File: src/rtl/grn_pkg.sv
// Shared types and constants for the GRN simulation controller slice.
package grn_pkg;

  typedef enum logic [2:0] {
    IDLE,
    WAIT_INIT,
    LOAD,
    STEP,
    SAMPLE,
    RESULT
  } grn_state_t;

  // Current sample plus two previous samples must match for a fixed point.
  localparam int unsigned HIST_DEPTH    = 3;
  localparam int unsigned GRN_NUM_NODES = 8;

  typedef logic [GRN_NUM_NODES-1:0] grn_vec_t;

endpackage

File: src/rtl/grn_conv_detect.sv
// Snapshot history for fixed-point detection: compares the incoming sample
// against the stored history and shifts it in on request.
module grn_conv_detect
  import grn_pkg::*;
#(
  parameter int unsigned W = 16
) (
  input  logic         clk,
  input  logic         rst,
  input  logic         clear,
  input  logic         shift,
  input  logic [W-1:0] cur,
  output logic         converged,
  output logic [W-1:0] last
);

  logic [W-1:0]            hist_q [HIST_DEPTH-1];
  logic [HIST_DEPTH-2:0]   vld_q;

  always_ff @(posedge clk or negedge rst) begin
    if (!rst) begin
      for (int unsigned i = 0; i < HIST_DEPTH - 1; i++) hist_q[i] <= '0;
      vld_q <= '0;
    end else if (clear) begin
      vld_q <= '0;
    end else if (shift) begin
      hist_q[0] <= cur;
      for (int unsigned i = 1; i < HIST_DEPTH - 1; i++) hist_q[i] <= hist_q[i-1];
      vld_q <= {vld_q[HIST_DEPTH-3:0], 1'b1};
    end
  end

  // Evaluated on the live sample so the decision is available in SAMPLE itself.
  always_comb begin
    converged = &vld_q;
    for (int unsigned i = 0; i < HIST_DEPTH - 1; i++) begin
      if (hist_q[i] != cur) converged = 1'b0;
    end
  end

  assign last = hist_q[0];

endmodule

File: src/rtl/grn_sim_ctrl.sv
// Sequencer driving a bank of GRN nodes: load, step, detect fixed point or
// step limit, and return the final state over a valid/ready result port.
module grn_sim_ctrl
  import grn_pkg::*;
#(
  parameter int unsigned NUM_NODES = GRN_NUM_NODES,
  parameter int unsigned CNT_W     = 16
) (
  input  logic                 clk,
  input  logic                 rst,
  input  logic                 start,
  input  logic [CNT_W-1:0]     max_steps,
  input  logic                 init_valid,
  output logic                 init_ready,
  input  logic [NUM_NODES-1:0] init_data,
  output logic                 reset_nos,
  output logic [NUM_NODES-1:0] init_state,
  output logic                 start_s0,
  output logic                 start_s1,
  input  logic [NUM_NODES-1:0] ecm_s0,
  input  logic [NUM_NODES-1:0] ecm_s1,
  output logic                 res_valid,
  input  logic                 res_ready,
  output logic [NUM_NODES-1:0] res_s0,
  output logic [NUM_NODES-1:0] res_s1,
  output logic [CNT_W-1:0]     res_steps,
  output logic                 res_converged,
  output logic                 busy,
  output logic                 done
);

  grn_state_t             state_q, state_d;
  logic [CNT_W-1:0]       limit_q;
  logic [CNT_W-1:0]       step_cnt_q;
  logic [NUM_NODES-1:0]   init_q;
  logic                   conv_q;
  logic                   hist_clear, hist_shift, conv;
  logic [2*NUM_NODES-1:0] last;

  grn_conv_detect #(.W(2 * NUM_NODES)) u_conv (
    .clk       (clk),
    .rst       (rst),
    .clear     (hist_clear),
    .shift     (hist_shift),
    .cur       ({ecm_s1, ecm_s0}),
    .converged (conv),
    .last      (last)
  );

  always_ff @(posedge clk or negedge rst) begin
    if (!rst) begin
      state_q    <= IDLE;
      limit_q    <= '0;
      step_cnt_q <= '0;
      init_q     <= '0;
      conv_q     <= 1'b0;
    end else begin
      state_q <= state_d;
      case (state_q)
        IDLE:      if (start) limit_q <= (max_steps == '0) ? CNT_W'(1) : max_steps;
        WAIT_INIT: if (init_valid) init_q <= init_data;
        LOAD: begin
          step_cnt_q <= '0;
          conv_q     <= 1'b0;
        end
        STEP:      step_cnt_q <= step_cnt_q + 1'b1;
        SAMPLE:    conv_q <= conv;
        default:   ;
      endcase
    end
  end

  always_comb begin
    state_d       = state_q;
    init_ready    = 1'b0;
    reset_nos     = 1'b0;
    init_state    = '0;
    start_s0      = 1'b0;
    start_s1      = 1'b0;
    res_valid     = 1'b0;
    res_s0        = '0;
    res_s1        = '0;
    res_steps     = '0;
    res_converged = 1'b0;
    done          = 1'b0;
    hist_clear    = 1'b0;
    hist_shift    = 1'b0;
    busy          = (state_q != IDLE);
    case (state_q)
      IDLE: if (start) state_d = WAIT_INIT;
      WAIT_INIT: begin
        init_ready = 1'b1;
        if (init_valid) state_d = LOAD;
      end
      LOAD: begin
        reset_nos  = 1'b1;
        init_state = init_q;
        hist_clear = 1'b1;
        state_d    = STEP;
      end
      STEP: begin
        start_s0 = 1'b1;
        start_s1 = 1'b1;
        state_d  = SAMPLE;
      end
      SAMPLE: begin
        hist_shift = 1'b1;
        state_d    = (conv || step_cnt_q == limit_q) ? RESULT : STEP;
      end
      RESULT: begin
        res_valid     = 1'b1;
        res_s0        = last[NUM_NODES-1:0];
        res_s1        = last[2*NUM_NODES-1:NUM_NODES];
        res_steps     = step_cnt_q;
        res_converged = conv_q;
        if (res_ready) begin
          done    = 1'b1;
          state_d = IDLE;
        end
      end
      default: state_d = IDLE;
    endcase
  end

endmodule

File: config.mk
export PLATFORM = sky130hd
export DESIGN_NAME = grn_sim_ctrl
export DESIGN_NICKNAME = d
export VERILOG_FILES = /design/src/rtl/grn_pkg.sv /design/src/rtl/grn_conv_detect.sv /design/src/rtl/grn_sim_ctrl.sv
export SDC_FILE = /design/constraint.sdc
export NUM_CORES = 1
export LEC_CHECK = 0
export ABC_CLOCK_PERIOD_IN_PS = 1750
export CAP_MARGIN = 20
export CELL_PAD_IN_SITES_DETAIL_PLACEMENT = 2
export CELL_PAD_IN_SITES_GLOBAL_PLACEMENT = 2
export CORE_MARGIN = 5
export CORE_UTILIZATION = 28
export CTS_BUF_LIST = sky130_fd_sc_hd__clkbuf_8
export DETAILED_ROUTE_END_ITERATION = 8
export GPL_TIMING_DRIVEN = 0
export MAX_ROUTING_LAYER = met4
export PLACE_DENSITY = 0.84
export SLEW_MARGIN = 10
export SYNTH_ARGS = -nofsm -noshare
export SYNTH_HDL_FRONTEND = slang
export SYNTH_SLANG_ARGS = --single-unit
File: constraint.sdc
create_clock -name clk -period 1.75 [get_ports clk]
set_input_delay 0.4375 -clock clk [delete_from_list [all_inputs] [get_ports clk]]
set_output_delay 0.4375 -clock clk [all_outputs]
set_load 0.05 [all_outputs]
---- Word-level counts from Yosys, hierarchy flattened ----
Index checks and enable logic that the tools add are counted.
storage, ports and cells
  flip-flop bits (word level) ............. 78
  bits of input ports ..................... 45
  output and inout port bits .............. 48
  word-level logic and storage cells ...... 57
operators by class
  add/subtract/negate cells ............... 1
  equality and inequality tests ........... 11
  muxes and demuxes ....................... 24
  bitwise logic cells ..................... 1
  reduce and logical (&&, ||, !) cells .... 12
operator list
  operator                 number
  $mux W16                 2
  $ne A16 B16 Y1           2
  $pmux W16 S2             1
  $mux W8                  3
  $pmux W3 S6              1
  $add A16 B1 Y16 const B  1
  $eq A16 B16 Y1           1
  $logic_not A16 Y1        1
  $mux W3                  4
  $mux W1                  10
  $reduce_and A2 Y1        4
  $eq A3 B2 Y1 const B     2
  $eq A3 B3 Y1 const B     2
  $ne A2 B2 Y1 const B     3
  $reduce_bool A2 Y1       3
  $mux W2                  2
  $eq A3 B1 Y1 const B     1
  $logic_not A3 Y1         1
  $reduce_and A3 Y1        1
  $reduce_bool A3 Y1       1
  $pmux W1 S2              1
  $logic_or A1 B1 Y1       1
  $not A1 Y1               1

---- Longest topological paths before layout ----
Gate-level depths: netlist of run 1.
  word-level depth ........................ 6
  gate-level depth with buffers ........... 8
  mapped depth without buffers ............ 6

---- Hierarchy ----
A second synthesis of run 1 with hierarchy kept.
unflattened totals
  cells, all modules ...................... 467
  area, all modules ....................... 4349.2 um^2
modules (own cells, without submodules)
  module           times used  cells each  area each (um^2)  sequential area each (um^2)
  grn_sim_ctrl     1           265         2637.5            1101.1
  grn_conv_detect  1           202         1711.6            850.8

---- Worst setup path after synthesis of run 1 ----
OpenSTA, ideal clock, no wires.
  kind .................................... register to output
  from .................................... register state_q[0]
  to ...................................... output res_s0[0]
  arrival time ............................ 2137 ps
  required time ........................... 1312 ps
  slack ................................... -824 ps
  cell stages (with the launch flop) ...... 6
  buffers on the path ..................... 2
  cells stage by stage .................... dfrtp_1 -> buf_6 -> clkinv_1 -> nor3b_2 -> clkbuf_1 -> and2_1
on the way
  word-level cells in the longest chain between the ends .. 2
RTL lines
  element                 line                text
  from (decl)             grn_sim_ctrl.sv:32  grn_state_t state_q, state_d;
  from (signal assigned)  grn_sim_ctrl.sv:58  state_q <= state_d;
  $eq A3 B3 Y1            grn_sim_ctrl.sv:89  case (state_q)
  $mux W8                 grn_sim_ctrl.sv:89
  to (decl)               grn_sim_ctrl.sv:24  output logic [NUM_NODES-1:0] res_s0,
No other way between the ends.

---- Worst setup path in the final report of run 1 ----
  from .................................... register state_q[0]
  to ...................................... output res_s0[5]
Same word-level chain as after synthesis.

==> results of run 1 <==
repair_timing:
action,CTS,global route
cloned,2,0
pin swaps,26,21
hold endpoints to repair,0,0
hold buffers,0,0
resized for setup,458,57
setup endpoints to repair,103,111
buffers inserted,31,18
Yosys cell counts (2+ instances only):
cell type,count
a21oi_1,5
a41oi_1,2
and2_1,34
and3_1,12
buf_2,2
buf_4,3
buf_6,4
clkbuf_1,13
dfrtp_1,78
inv_1,4
mux2_2,24
nand2_1,125
nand3_1,12
nand4_1,8
nor2_1,7
nor3_1,9
nor4_1,4
o21ai_0,17
o31ai_1,2
or3_1,7
xnor2_1,26
xor2_1,5
metrics by stage:
| step | power (mW) | setup slack [ps] | hold slack, ps |
|---|---|---|---|
| 3_3_place_gp | 7.16 | -2700 | 466 |
| 6_report | 11.3 | -570 | -30.4 |
| 5_1_grt | 11.7 | -612 | 3.98 |
| 2_1_floorplan | 6.07 | -99.6 | 142 |
| 3_5_place_dp | 7.46 | -1190 | 411 |
| 4_1_cts | 10.0 | -434 | 7.59 |
area by class of cell:
| cell class | instances | area, um^2 | area share |
|---|---|---|---|
| Buffer | 21 | 285 | 0.0421 |
| Multi-Input combinational cell | 327 | 2490 | 0.367 |
| Sequential cell | 78 | 1960 | 0.290 |
| Timing Repair Buffer | 144 | 1590 | 0.235 |
| Clock buffer | 11 | 151 | 0.0224 |
| Clock inverter | 4 | 22.5 | 0.00333 |
| Tap cell | 184 | 230 | 0.0340 |
| Inverter | 5 | 37.5 | 0.00555 |
per-layer routing:
layer  global-route usage  routed length [um]  vias up
met2                0.406               11500      123
met4               0.0895                 658        0
met1                0.273                8980     2188
met3               0.0378                 927       41
li1                     -                   -     1762
met5                    -                   0        -
cell families (layout without fill, tap and decap cells):
logic type / Yosys count / after routing / share of synthesized area
and+or+nand+nor: 230 / 230 / 0.280
DFF: 78 / 78 / 0.479
AOI/OAI and AO/OA: 40 / 40 / 0.0672
xor gates and xnor gates: 31 / 31 / 0.0666
buffers and inverters: 27 / 185 / 0.0356
muxes: 25 / 25 / 0.0688
adders and majority gates: 1 / 1 / 0.00307
flip-flops by register name (all words and copies together) (netlist names):
name,count
limit_q,16
step_cnt_q,16
u_conv.hist_q,16
u_conv.last,16
init_q,8
state_q,3
u_conv.vld_q,2
conv_q,1
power breakdown:
part	leakage, nW	switching (mW)	internal [mW]
clock	0.0910	0.825	0.579
sequential	0.953	0.908	2.58
combinational	2.01	3.46	2.98
cells in the final DEF (no fill, tap or decap), types with 3 or more instances in the layout:
master | Yosys | final
nand2_1 | 125 | 121
dfrtp_1 | 78 | 68
buf_8 | 0 | 46
buf_4 | 3 | 41
clkdlybuf4s50_1 | 0 | 32
and2_4 | 0 | 30
mux2_4 | 0 | 21
buf_6 | 4 | 20
xnor2_1 | 26 | 19
clkbuf_8 | 0 | 13
nand3_1 | 12 | 11
o21ai_0 | 17 | 10
dlygate4sd2_1 | 0 | 10
dfrtp_2 | 0 | 10
and3_4 | 0 | 8
nand4_1 | 8 | 8
xnor2_2 | 0 | 6
or3_4 | 1 | 5
and2_2 | 1 | 5
a21oi_1 | 5 | 5
nor2_1 | 7 | 5
xor2_1 | 5 | 5
o21ai_1 | 0 | 5
clkbuf_16 | 0 | 4
and3_1 | 12 | 4
nor3_1 | 9 | 4
nor3_4 | 0 | 3
clkbuf_2 | 0 | 3
clkbuf_4 | 0 | 3
mux2_2 | 24 | 3
or3_1 | 7 | 3
nor4_1 | 4 | 3
clkinv_2 | 0 | 3
worst max-delay path, stage by stage (launching register included):
cell       delay [ps]
dfrtp_1           380
buf_6             140
clkinv_8           60
nor3b_4           230
buf_6             190
clkbuf_16         170
and2_4            150
buf_8             140
path summary, 6_finish.rpt:
kind	startpoint	endpoint	slack [ps]	cells past startpoint
setup reg to reg	step_cnt_q[1]$_DFFE_PN0P_	step_cnt_q[11]$_DFFE_PN0P_	-220	5
hold reg to reg	u_conv.hist_q[14]$_DFFE_PN0P_	u_conv.hist_q[14]$_DFFE_PN0P_	520	2
setup / recovery	state_q[0]$_DFFE_PN0P_	res_s0[5]	-570	7
hold / removal	rst	init_q[3]$_DFFE_PN0P_	-30	1
max in group asynchronous	rst	step_cnt_q[14]$_DFFE_PN0P_	1140	2
min in group clk	ecm_s1[0]	u_conv.last[8]$_DFFE_PN0P_	370	3
==> flow_summary.ini, run 1 <==
[synth]
synthTopCellsByArea = dfrtp_1 (48%), nand2_1 (12%), mux2_2 (6.6%)
synthFlopType = dfrtp_1
synthCells = 432
synth_cell_types = 51
synth-edff-count = 0
ys_warn_count = 0
yosysTopAreaCell = dfrtp_1
synth_fp_nets = 478
yosysTopAreaCellShare = 0.479
async_flop_share = 1.00
seq_area_frac_synth = 0.479
syn_area_mm2 = 0.00408
syn_avg_cell_area_um2 = 9.43
synth-seq-cells = 78

[critical_path]
endpoint_kind = output port
required_ps = 1310
crit_path_start_kind = flop
arrival_ps = 1880
worstPathMaxFanout = 10
timing_worst_setup_path_type = reg2out

[floorplan]
die_w_um = 131
fp-row-count = 44
initial_core_util = 0.283
design.core.area_mm2 = 0.0144
die_area_mm2 = 0.0171
ios = 93
dieHeight_um = 131

[detailed_routing]
drc = 0
drt_iter0_markers = 271
wl_mm = 22.1
via_count = 4114
wl_per_cell_um = 28.5
ant_nets = 0
vias_per_cell = 5.32
drt_first_pass_iters = 4

[layout]
fin_area_mm2 = 0.00677
drive_gt1_frac = 0.444
area_delta_synth_final_pct = 66.1
fin_nets = 632
fin_cells = 774
final_core_util = 0.469
antennaDiodeCount = 0
fillers = 1473

[place]
dp_cells = 709
place_area_mm2 = 0.00548
io_buffers = 92
gp_congestion = 0.800
place_hpwl_mm = 10.5

[min_path]
hp-class = in2async

[sta]
setup_viol_count_final = 94
tns_ps = -28280
tightest_slew_ps = 451
finalCriticalPeriod_ps = 2320
final-hold-violation-count = 22
max_freq_ghz = 0.431
hold_slack_ps = -30.4
slew_headroom = 0.696
post-route-period-util = 1.33
rsz0062_at_grt = yes
finalMaxSlewViolations = 0
fin_skew_ps = 21.9
finalWorstSetupSlack_ps = -570

[grt]
antenna_found_initial = 0
grt_overflow = 0
grt_pass1_wl_mm = 28.8
grt_max_degree = 50
grtUsageTotal = 0.235
grt_pass1_vias = 4631

[clock_tree]
cts_tree = yes
path_clk_slew_ps = 110
root_buffer = clkbuf_8
cts_buffers = 9
cts_max_level = 3
cts_buffer_depth = 2
cts.sinks = 78
worstSkewPairLatency_ps = 410

[job]
drv_cap = 0

[run_status]
status = finished, violations left
violations = negative hold slack, negative setup slack

[pwr]
p_leak_nw = 3.05
worst_ir_drop_vdd_v = 0.000771
power_density_mw_per_mm2 = 1680
Note: power is estimated with default switching activity, not from simulation.
==> run 2: changes to the inputs <==
--- a/config.mk
+++ b/config.mk
@@ -5,18 +5,18 @@
 export SDC_FILE = /design/constraint.sdc
 export NUM_CORES = 1
 export LEC_CHECK = 0
-export ABC_CLOCK_PERIOD_IN_PS = 1750
+export ABC_CLOCK_PERIOD_IN_PS = 1900
 export CAP_MARGIN = 20
 export CELL_PAD_IN_SITES_DETAIL_PLACEMENT = 2
 export CELL_PAD_IN_SITES_GLOBAL_PLACEMENT = 2
 export CORE_MARGIN = 5
-export CORE_UTILIZATION = 28
+export CORE_UTILIZATION = 29
 export CTS_BUF_LIST = sky130_fd_sc_hd__clkbuf_8
 export DETAILED_ROUTE_END_ITERATION = 8
 export GPL_TIMING_DRIVEN = 0
 export MAX_ROUTING_LAYER = met4
-export PLACE_DENSITY = 0.84
-export SLEW_MARGIN = 10
+export PLACE_DENSITY = 0.86
 export SYNTH_ARGS = -nofsm -noshare
 export SYNTH_HDL_FRONTEND = slang
+export SYNTH_HIERARCHICAL = 1
 export SYNTH_SLANG_ARGS = --single-unit
==> constraint.sdc (replaced) <==
create_clock -name clk -period 1.9 [get_ports clk]
set_input_delay 0.475 -clock clk [delete_from_list [all_inputs] [get_ports clk]]
set_output_delay 0.475 -clock clk [all_outputs]
set_load 0.05 [all_outputs]
==> run 2 against run 1 <==
Effect of this change: the flow finishes with violations (negative setup slack); wire length shrank 19%; final area decreased by 0.85%; clock skew decreased by 8.1 ps; core utilization down 1.1 points; first-iteration DRC count shrank 36%; clock-buffer cell count shrank 2; sequential share of layout area grew 0.10 points; critical path depth unchanged; non-clock buffer count grew 8; sequential cell count did not move; highest routed layer unchanged.
==> flow_summary.ini, run 2 <==
[critical_path]
cpMaxStageDelayCell = dfrtp_1
crit_end = res_steps[7]
regToRegEndpoint = limit_q[9]$_DFFE_PN0P_
timing_worst_setup_path_type = reg2out
r2r_slack_ps = -110
startpoint = state_q[2]$_DFFE_PN0P_
cpPeakStageDelay_ps = 420
cp_cell_sequence = buf_6 > nor3b_4 > buf_6 > buf_6 > buf_8 > and2_4 > buf_8
r2r_cells = 6
crit-reg2reg-launch = state_q[0]$_DFFE_PN0P_
crit_path_start_kind = flop
cp_common_cell = buf_6
arrival_ps = 1850
worstPathMaxFanout = 5
required_ps = 1420
endpoint_kind = output port

[pwr]
p_total_mw = 9.81
p_leak_nw = 3.03
intPower_mw = 5.89
p_clk_frac = 0.187
worst_ir_drop_vdd_v = 0.000498
power_density_mw_per_mm2 = 1460
p_sw_mw = 3.93
netSwitchingFraction = 0.400
combPwrFrac = 0.505
p_seq_frac = 0.309

[grt]
grtUsageTotal = 0.210
grt_pass1_wl_mm = 27.6
grt_overflow = 0
grt_pass1_vias = 4752
antenna_found_initial = 0
grt_max_degree = 62

[detailed_routing]
via_count = 4047
wl_mm = 17.8
ant_nets = 0
vias_per_cell = 5.09
drc = 0
drt_first_pass_iters = 4
drt_iter0_markers = 174
wl_per_cell_um = 22.4

[synth]
synth.most_common_cell = nand2_1
synth-seq-cells = 78
synthCells = 467
seq_area_frac_synth = 0.449
synth_common_cells = nand2_1 (117), dfrtp_1 (78), and2_1 (35), mux2_2 (24), xor2_1 (19)
syn_avg_cell_area_um2 = 9.31
synth-edff-count = 0
synthTopCellsByArea = dfrtp_1 (45%), nand2_1 (10%), mux2_2 (6.2%)
synthFlopType = dfrtp_1
synth_fp_nets = 513
yosysTopAreaCell = dfrtp_1
ys_warn_count = 6
yosysTopAreaCellShare = 0.449
synth_cell_types = 56
syn_area_mm2 = 0.00435
async_flop_share = 1.00

[clock_tree]
worstSkewPairLatency_ps = 390
root_buffer = clkbuf_8
cts_max_level = 3
cts_buffer_depth = 2
path_clk_slew_ps = 90
cts.sinks = 78
cts_tree = yes
cts_buffers = 9

[sta]
setup_viol_count_final = 57
fin_skew_ps = 13.8
finalMaxSlewViolations = 0
rsz0062_at_grt = yes
tightest_slew_ps = 506
max_freq_ghz = 0.431
hold_slack_ps = 423
finalWorstSetupSlack_ps = -421
finalCriticalPeriod_ps = 2320
post-route-period-util = 1.22
slew_headroom = 0.663
final-hold-violation-count = 0

[layout]
fin_cells = 795
final_cell_mix = nand2_1 (116), dfrtp_1 (76), buf_8 (50)
drive_gt1_frac = 0.383
final_core_util = 0.458
fin_nets = 652
area_delta_synth_final_pct = 54.3
fillers = 1548
antennaDiodeCount = 0
layout_commonest_cell = nand2_1

[floorplan]
ios = 93
die_area_mm2 = 0.0175
fp-row-count = 44
dieHeight_um = 132
die_w_um = 132
initial_core_util = 0.297
design.core.area_mm2 = 0.0146

[place]
io_buffers = 92
place_hpwl_mm = 11.0
dp_cells = 744
gp_congestion = 0.851

[run_status]
status = finished, violations left
violations = negative setup slack

[min_path]
whs_path_depth = 3
hp-class = in2reg

[job]
drv_cap = 0
run 2: cell type report:
class / count / area [um^2] / share of cell area
Sequential cell: 78 / 1950 / 0.291
Clock inverter: 7 / 160 / 0.0239
Multi-Input combinational cell: 340 / 2320 / 0.346
Tap cell: 184 / 230 / 0.0343
Buffer: 42 / 368 / 0.0548
Timing Repair Buffer: 131 / 1530 / 0.228
Clock buffer: 9 / 124 / 0.0185
Inverter: 4 / 26.3 / 0.00391
run 2: layer usage:
layer / GRT usage / up-vias / wire length, um / part of all wire
met5: - / - / 0 / 0
met4: 0.0647 / 0 / 337 / 0.019
met3: 0.0402 / 28 / 534 / 0.030
met2: 0.383 / 102 / 9800 / 0.55
met1: 0.230 / 2087 / 7130 / 0.40
li1: - / 1830 / - / -
run 2: cell families after synthesis:
logic type,count (synthesis),share of synthesized area
simple gates,232,0.270
flops,78,0.449
buf+inv,49,0.0639
compound gates,43,0.0708
xor+xnor,36,0.0725
mux,28,0.0713
fa+ha+maj,1,0.00288
run 2: worst min-delay path by stage:
stage,to,slack (ps),startpoint
after floorplan,conv_q$_DFFE_PN0P_,180,rst
after global placement,u_conv/hist_q[1]$_DFFE_PN0P_,470,u_conv/hist_q[1]$_DFFE_PN0P_
after detailed placement,step_cnt_q[12]$_DFFE_PN0P_,380,rst
after CTS,u_conv/last[1]$_DFFE_PN0P_,490,ecm_s0[1]
after global routing,u_conv/last[4]$_DFFE_PN0P_,430,ecm_s0[4]
final,u_conv/last[4]$_DFFE_PN0P_,420,ecm_s0[4]
run 2: through the flow:
step | TNS (ps) | cell area (um^2) | setup slack (ps)
2_1_floorplan | -2310 | 4420 | -61.9
4_1_cts | -16110 | 6660 | -398
3_5_place_dp | -77270 | 5600 | -1500
3_3_place_gp | -270590 | 5570 | -2570
6_report | -16900 | 6710 | -421
5_1_grt | -22650 | 6710 | -501
run 2: repair_timing:
item,CTS,global route
pin swaps,34,8
gates cloned,5,0
buffers inserted,28,6
resized for setup,477,23
endpoints found under the setup margin,83,101
hold buffers,1,0
endpoints found under the hold margin,17,0
run 2: power groups by stage:
stage	logic (mW)	registers [mW]	clock network [mW]
floorplan	2.64	2.79	0
finish	4.95	3.03	1.83
CTS	4.73	2.98	1.85
detailed placement	3.68	3.02	0
global placement	3.46	2.94	0
global route	5.27	3.11	1.95
run 2: critical path: cells and delay by family, from the launching register on:
| kind | cells | cell delay [ps] |
|---|---|---|
| flops | 1 | 420 |
| simple gates | 2 | 370 |
| buf+inv | 5 | 660 |
==> edit 1 (settings of run 1) <==
Set the package constant `GRN_NUM_NODES` to 4 (it was 8).
--- a/src/rtl/grn_pkg.sv
+++ b/src/rtl/grn_pkg.sv
@@ -12,7 +12,7 @@
 
   // Current sample plus two previous samples must match for a fixed point.
   localparam int unsigned HIST_DEPTH    = 3;
-  localparam int unsigned GRN_NUM_NODES = 8;
+  localparam int unsigned GRN_NUM_NODES = 4;
 
   typedef logic [GRN_NUM_NODES-1:0] grn_vec_t;
 
Interface: changed (6 resized); port bits go from 93 to 69. No check against the original RTL was run, so the function may have changed too.
==> edit 1 against run 1 <==
- area after synthesis fell by 23%
- worst setup slack improved by 0.13 ns
- clock power decreased by 19%
- global-route usage down 4.6 points
- maximum frequency grew 6.0%
- the flow finishes with violations (setup timing)
- power shrank 35%
- via count fell by 27%
- sequential cell count is 20 lower
- routed wire length down 43%
- final area is 28% lower
==> edit 1: results (changes against run 1) <==
WP data arrival 1.75 ns (-0.13 ns); pin count of the biggest net entering global routing 59 (+18%); Reg2Reg Depth 6 (+1); status complete, but fails checks; Area after DPL 0.00405 mm^2 (-26%); Worst VDD drop 0.000944 V (+22%); via count 3021 (-27%); antenna violations before repair 0 (unchanged); syn avg cell area 9.22 um^2 (-2.3%); DP Wirelength 7450 um (-29%); biggest regs limit_q x16, step_cnt_q x16; Clock Path Buffers 2 (unchanged); drt total wl 12700 um (-43%); Post-synth top cells nand2_1, dfrtp_1, and2_1; Filler Cells Inserted 1158 (-21%); min setup slack post-route -0.440 ns (+0.131 ns); post-synth net total 373 (-22%); Ant. Diodes 0 (unchanged); Max Clock Skew 0.0153 ns (-0.00653 ns); DR pass1 iterations 4 (unchanged); Top Family by Delay on Critical Path buffers and inverters; leading post-synthesis cells by cell area dfrtp_1, nand2_1, mux2_2, and2_1, xor2_1; layout cells sized above 1 37.3% (-7.2 points); # port buffers 68 (-26%); first-pass GRT wire length 18800 um (-35%); Root Driver clkbuf_8; clk slew on worst S/H paths 0.08 ns (-0.03 ns); slowest CP cell dfrtp_1; Synth Warn # 0 (unchanged); CTS Buf Count 9 (unchanged); worst-path maximum fanout 5 (-5); Switch Pwr 3140 uW (-39%); number of global-route vias before repair 3361 (-27%); Setup violations, final 40 (-57%); DRT iter0 DRCs 118 (-56%); failing checks setup timing; setup slack at placement -1.30 ns (-0.107 ns); H-tree Lvls 3 (unchanged); leak pwr 0.00223 uW (-27%); slowest stage delay, CP 0.40 ns (+0.02 ns); Total Routing Usage GR 18.9% (-4.6 points); placed cells 547 (-23%); routability cong. 0.793 (-0.83%); sequential-to-total area share from yosys stat 46.4% (-1.5 points); Least-Margin Pin Slew 0.769 ns (+0.318 ns); final net count 480 (-24%); hold crit path type primary input to async pin; synth unique cells 43 (-16%); Clock Latency Late Sink 0.34 ns (-0.07 ns); routed len/inst 21.4 um (-25%); ys async rst share 100% (unchanged)
==> edit 1: logic make-up (layout without fill, tap and decap cells) <==
family          after synthesis  count (layout)  share of synthesized area, %
xor+xnor                     16              16                          4.48
compound gates               49              49                          10.1
simple gates                169             169                          27.3
fa+ha+maj                     1               1                         0.400
flops                        58              58                          46.4
buf+inv                      26             138                          4.08
mux                          20              20                          7.21
==> edit 1: timing repair <==
action,4_1_cts,5_1_grt
resized for setup,326,44
buffers inserted,15,13
cloned,1,2
endpoints found under the setup margin,58,72
pin swaps,9,9
==> edit 1: layout make-up <==
| type | count | share of cell area, % |
|---|---|---|
| Tap cell | 140 | 3.57 |
| Clock buffer | 10 | 2.80 |
| Timing Repair Buffer | 99 | 23.3 |
| Sequential cell | 58 | 29.6 |
| Buffer | 18 | 4.05 |
| Clock inverter | 6 | 0.688 |
| Inverter | 5 | 0.459 |
| Multi-Input combinational cell | 255 | 35.5 |
==> edit 1: through the flow <==
| stage | total power (uW) | util (%) | setup TNS, ns | hold slack [ns] |
|---|---|---|---|---|
| 2_1_floorplan | 4130 | - | -3.41 | 0.142 |
| 3_3_place_gp | 4910 | 37.2 | -141.11 | 0.462 |
| 3_5_place_dp | 5090 | 37.2 | -43.51 | 0.471 |
| 4_1_cts | 6820 | 42.5 | -11.63 | 0.199 |
| 5_1_grt | 7790 | 45.1 | -16.45 | 0.222 |
| 6_report | 7380 | 45.1 | -12.80 | 0.169 |
==> edit 1: worst register-to-register path, cell delays in order (launching register included) <==
cell and delay, ns:
dfrtp_1 0.36, clkbuf_2 0.19, xor2_1 0.21, nor4_2 0.38
nand4_1 0.24, nand2_1 0.17, o21a_1 0.16
==> edit 1: per-layer routing <==
layer / GRT usage, % / part of all wire (%)
met1: 23.9 / 43
met2: 32.5 / 52
met3: 2.51 / 3.9
met4: 3.71 / 0.88
met5: - / 0
==> edit 1: worst paths after layout <==
check	startpoint	endpoint	slack, ns
worst min register to register	conv_q	conv_q	0.49
min in group clk	ecm_s0[1]	u_conv.last[1]	0.38
worst min-delay path	rst	limit_q[14]	0.17
worst max-delay path	state_q[1]	start_s1	-0.44
max in group asynchronous	rst	state_q[0]	1.03
worst max register to register	step_cnt_q[6]	state_q[2]	-0.02
==> edit 1: power groups by stage <==
stage               registers, uW  logic, uW  clock network [uW]
floorplan                    2160       1960                   0
global placement             2240       2660                   0
detailed placement           2300       2790                   0
CTS                          2290       3370                1160
global route                 2390       4170                1230
finish                       2330       3910                1140
==> edit 2 (flow settings as in run 1) <==
Without the edit above. The 6 states of `grn_state_t` get a one-hot encoding in 6 bits.
--- a/src/rtl/grn_pkg.sv
+++ b/src/rtl/grn_pkg.sv
@@ -1,13 +1,13 @@
 // Shared types and constants for the GRN simulation controller slice.
 package grn_pkg;
 
-  typedef enum logic [2:0] {
-    IDLE,
-    WAIT_INIT,
-    LOAD,
-    STEP,
-    SAMPLE,
-    RESULT
+  typedef enum logic [5:0] {
+    IDLE      = 6'b000001,
+    WAIT_INIT = 6'b000010,
+    LOAD      = 6'b000100,
+    STEP      = 6'b001000,
+    SAMPLE    = 6'b010000,
+    RESULT    = 6'b100000
   } grn_state_t;
 
   // Current sample plus two previous samples must match for a fixed point.
Check against the original RTL: same outputs for any inputs over 10 cycles, from zero or initial values and one cycle with rst low; not proved beyond that.
==> edit 2 against run 1 <==
- the run ends with setup timing left
- routed wire length decreased by 15%
- area after synthesis rose by 1.6%
- worst setup slack got worse by 0.089 ns
- clock skew grew 0.0048 ns
- final area increased by 2.9%
- maximum frequency fell by 3.7%
- sequential cell count up 3
- critical path type unchanged
Power is not compared: it rests on default switching activity, and its combinational part moved more than twofold at a synthesized area within 25%.
==> edit 2: results (changes against run 1) <==
pin count of the biggest net entering global routing 43 (-14%); drt total wl 18700 um (-15%); DRT iter0 DRCs 145 (-46%); complex-gate fraction of the synthesized area 6.05% (-0.68 points); Post-synth top cells dfrtp_1, mux2_2, and2_1; met2 Track Usage GR 33.7% (-6.9 points); via count 3756 (-8.7%); worst-path maximum fanout 5 (-5); Area after DPL 0.00549 mm^2 (+0.21%); final net count 579 (-8.4%); routability cong. 0.741 (-7.3%); multiplexer area fraction after synthesis 16.4% (+9.5 points); WL met1 7620 um (-15%); Max-slew headroom 59.9% (-9.6 points); Adder-Cell Fraction of Synth Area 0.302% (-0.0047 points); slowest CP cell dfrtp_2; DP Wirelength 9940 um (-5.2%); Mapped Cells 373 (-14%); M1 GR Usage 21.4% (-5.9 points); number of global-route vias before repair 4352 (-6.0%); slowest stage delay, CP 0.48 ns (+0.10 ns); leading post-synthesis cells by cell area dfrtp_1, mux2_2, and2_1, xnor2_1, nand2_1; sequential-to-total area share from yosys stat 49.0% (+1.1 points); failing checks setup timing; Max Clock Skew 0.0266 ns (+0.00478 ns); first-pass GRT wire length 25300 um (-12%); Non-Filler Instances 722 (-6.7%); xor and xnor area share after synthesis 5.50% (-1.2 points); setup TNS -52.65 ns (-24.37 ns); Setup violations, final 127 (+35%); status complete, but fails checks; WP data arrival 1.97 ns (+0.09 ns); Clock Latency Late Sink 0.39 ns (-0.02 ns); min setup slack post-route -0.659 ns (-0.0889 ns); DR WL met3 713 um (-23%)
[edit 2: changes by cell type after synthesis, moves of 3 or more]
| cell | run 1 | this run |
|---|---|---|
| o21ai_0 | 17 | 13 |
| inv_1 | 4 | 10 |
| nor2b_1 | 1 | 4 |
| xnor2_1 | 26 | 22 |
| mux2_2 | 24 | 55 |
| nand2_1 | 125 | 24 |
| mux2i_1 | 1 | 6 |
[edit 2: kinds of logic after synthesis]
| group | count (synthesis) |
|---|---|
| AO/OA/AOI/OAI | 38 |
| XOR/XNOR | 26 |
| multiplexers | 61 |
| buffers and inverters | 25 |
| adder cells (fa/ha/maj) | 1 |
| flip-flops | 81 |
| AND/OR/NAND/NOR | 141 |
[edit 2: final cells by class]
type | count | area, um^2 | area share, %
inverters | 10 | 45.0 | 0.646
flip-flops and latches | 81 | 2030 | 29.2
plain buffers | 13 | 246 | 3.54
clock buffers | 9 | 124 | 1.78
clock inverters | 7 | 95.1 | 1.36
well taps | 184 | 230 | 3.30
multi-input cells | 268 | 2430 | 34.8
repair buffers | 150 | 1770 | 25.3
[edit 2: timing repair]
action	4_1_cts	5_1_grt
setup endpoints to repair	121	127
cloned	4	3
pin swaps	19	12
gates resized for setup	470	61
setup buffers	32	24
[edit 2: path summary, 6_finish.rpt]
check | slack, ns | startpoint | to | cells past startpoint
max | -0.66 | state_q[4] | reset_nos | 7
min | 0.03 | rst | state_q[3] | 1
max reg2reg | -0.66 | state_q[5] | limit_q[8] | 8
min reg2reg | 0.53 | init_q[3] | init_q[3] | 1
max in group asynchronous | 1.00 | rst | state_q[0] | 2
min in group clk | 0.53 | init_q[3] | init_q[3] | 1
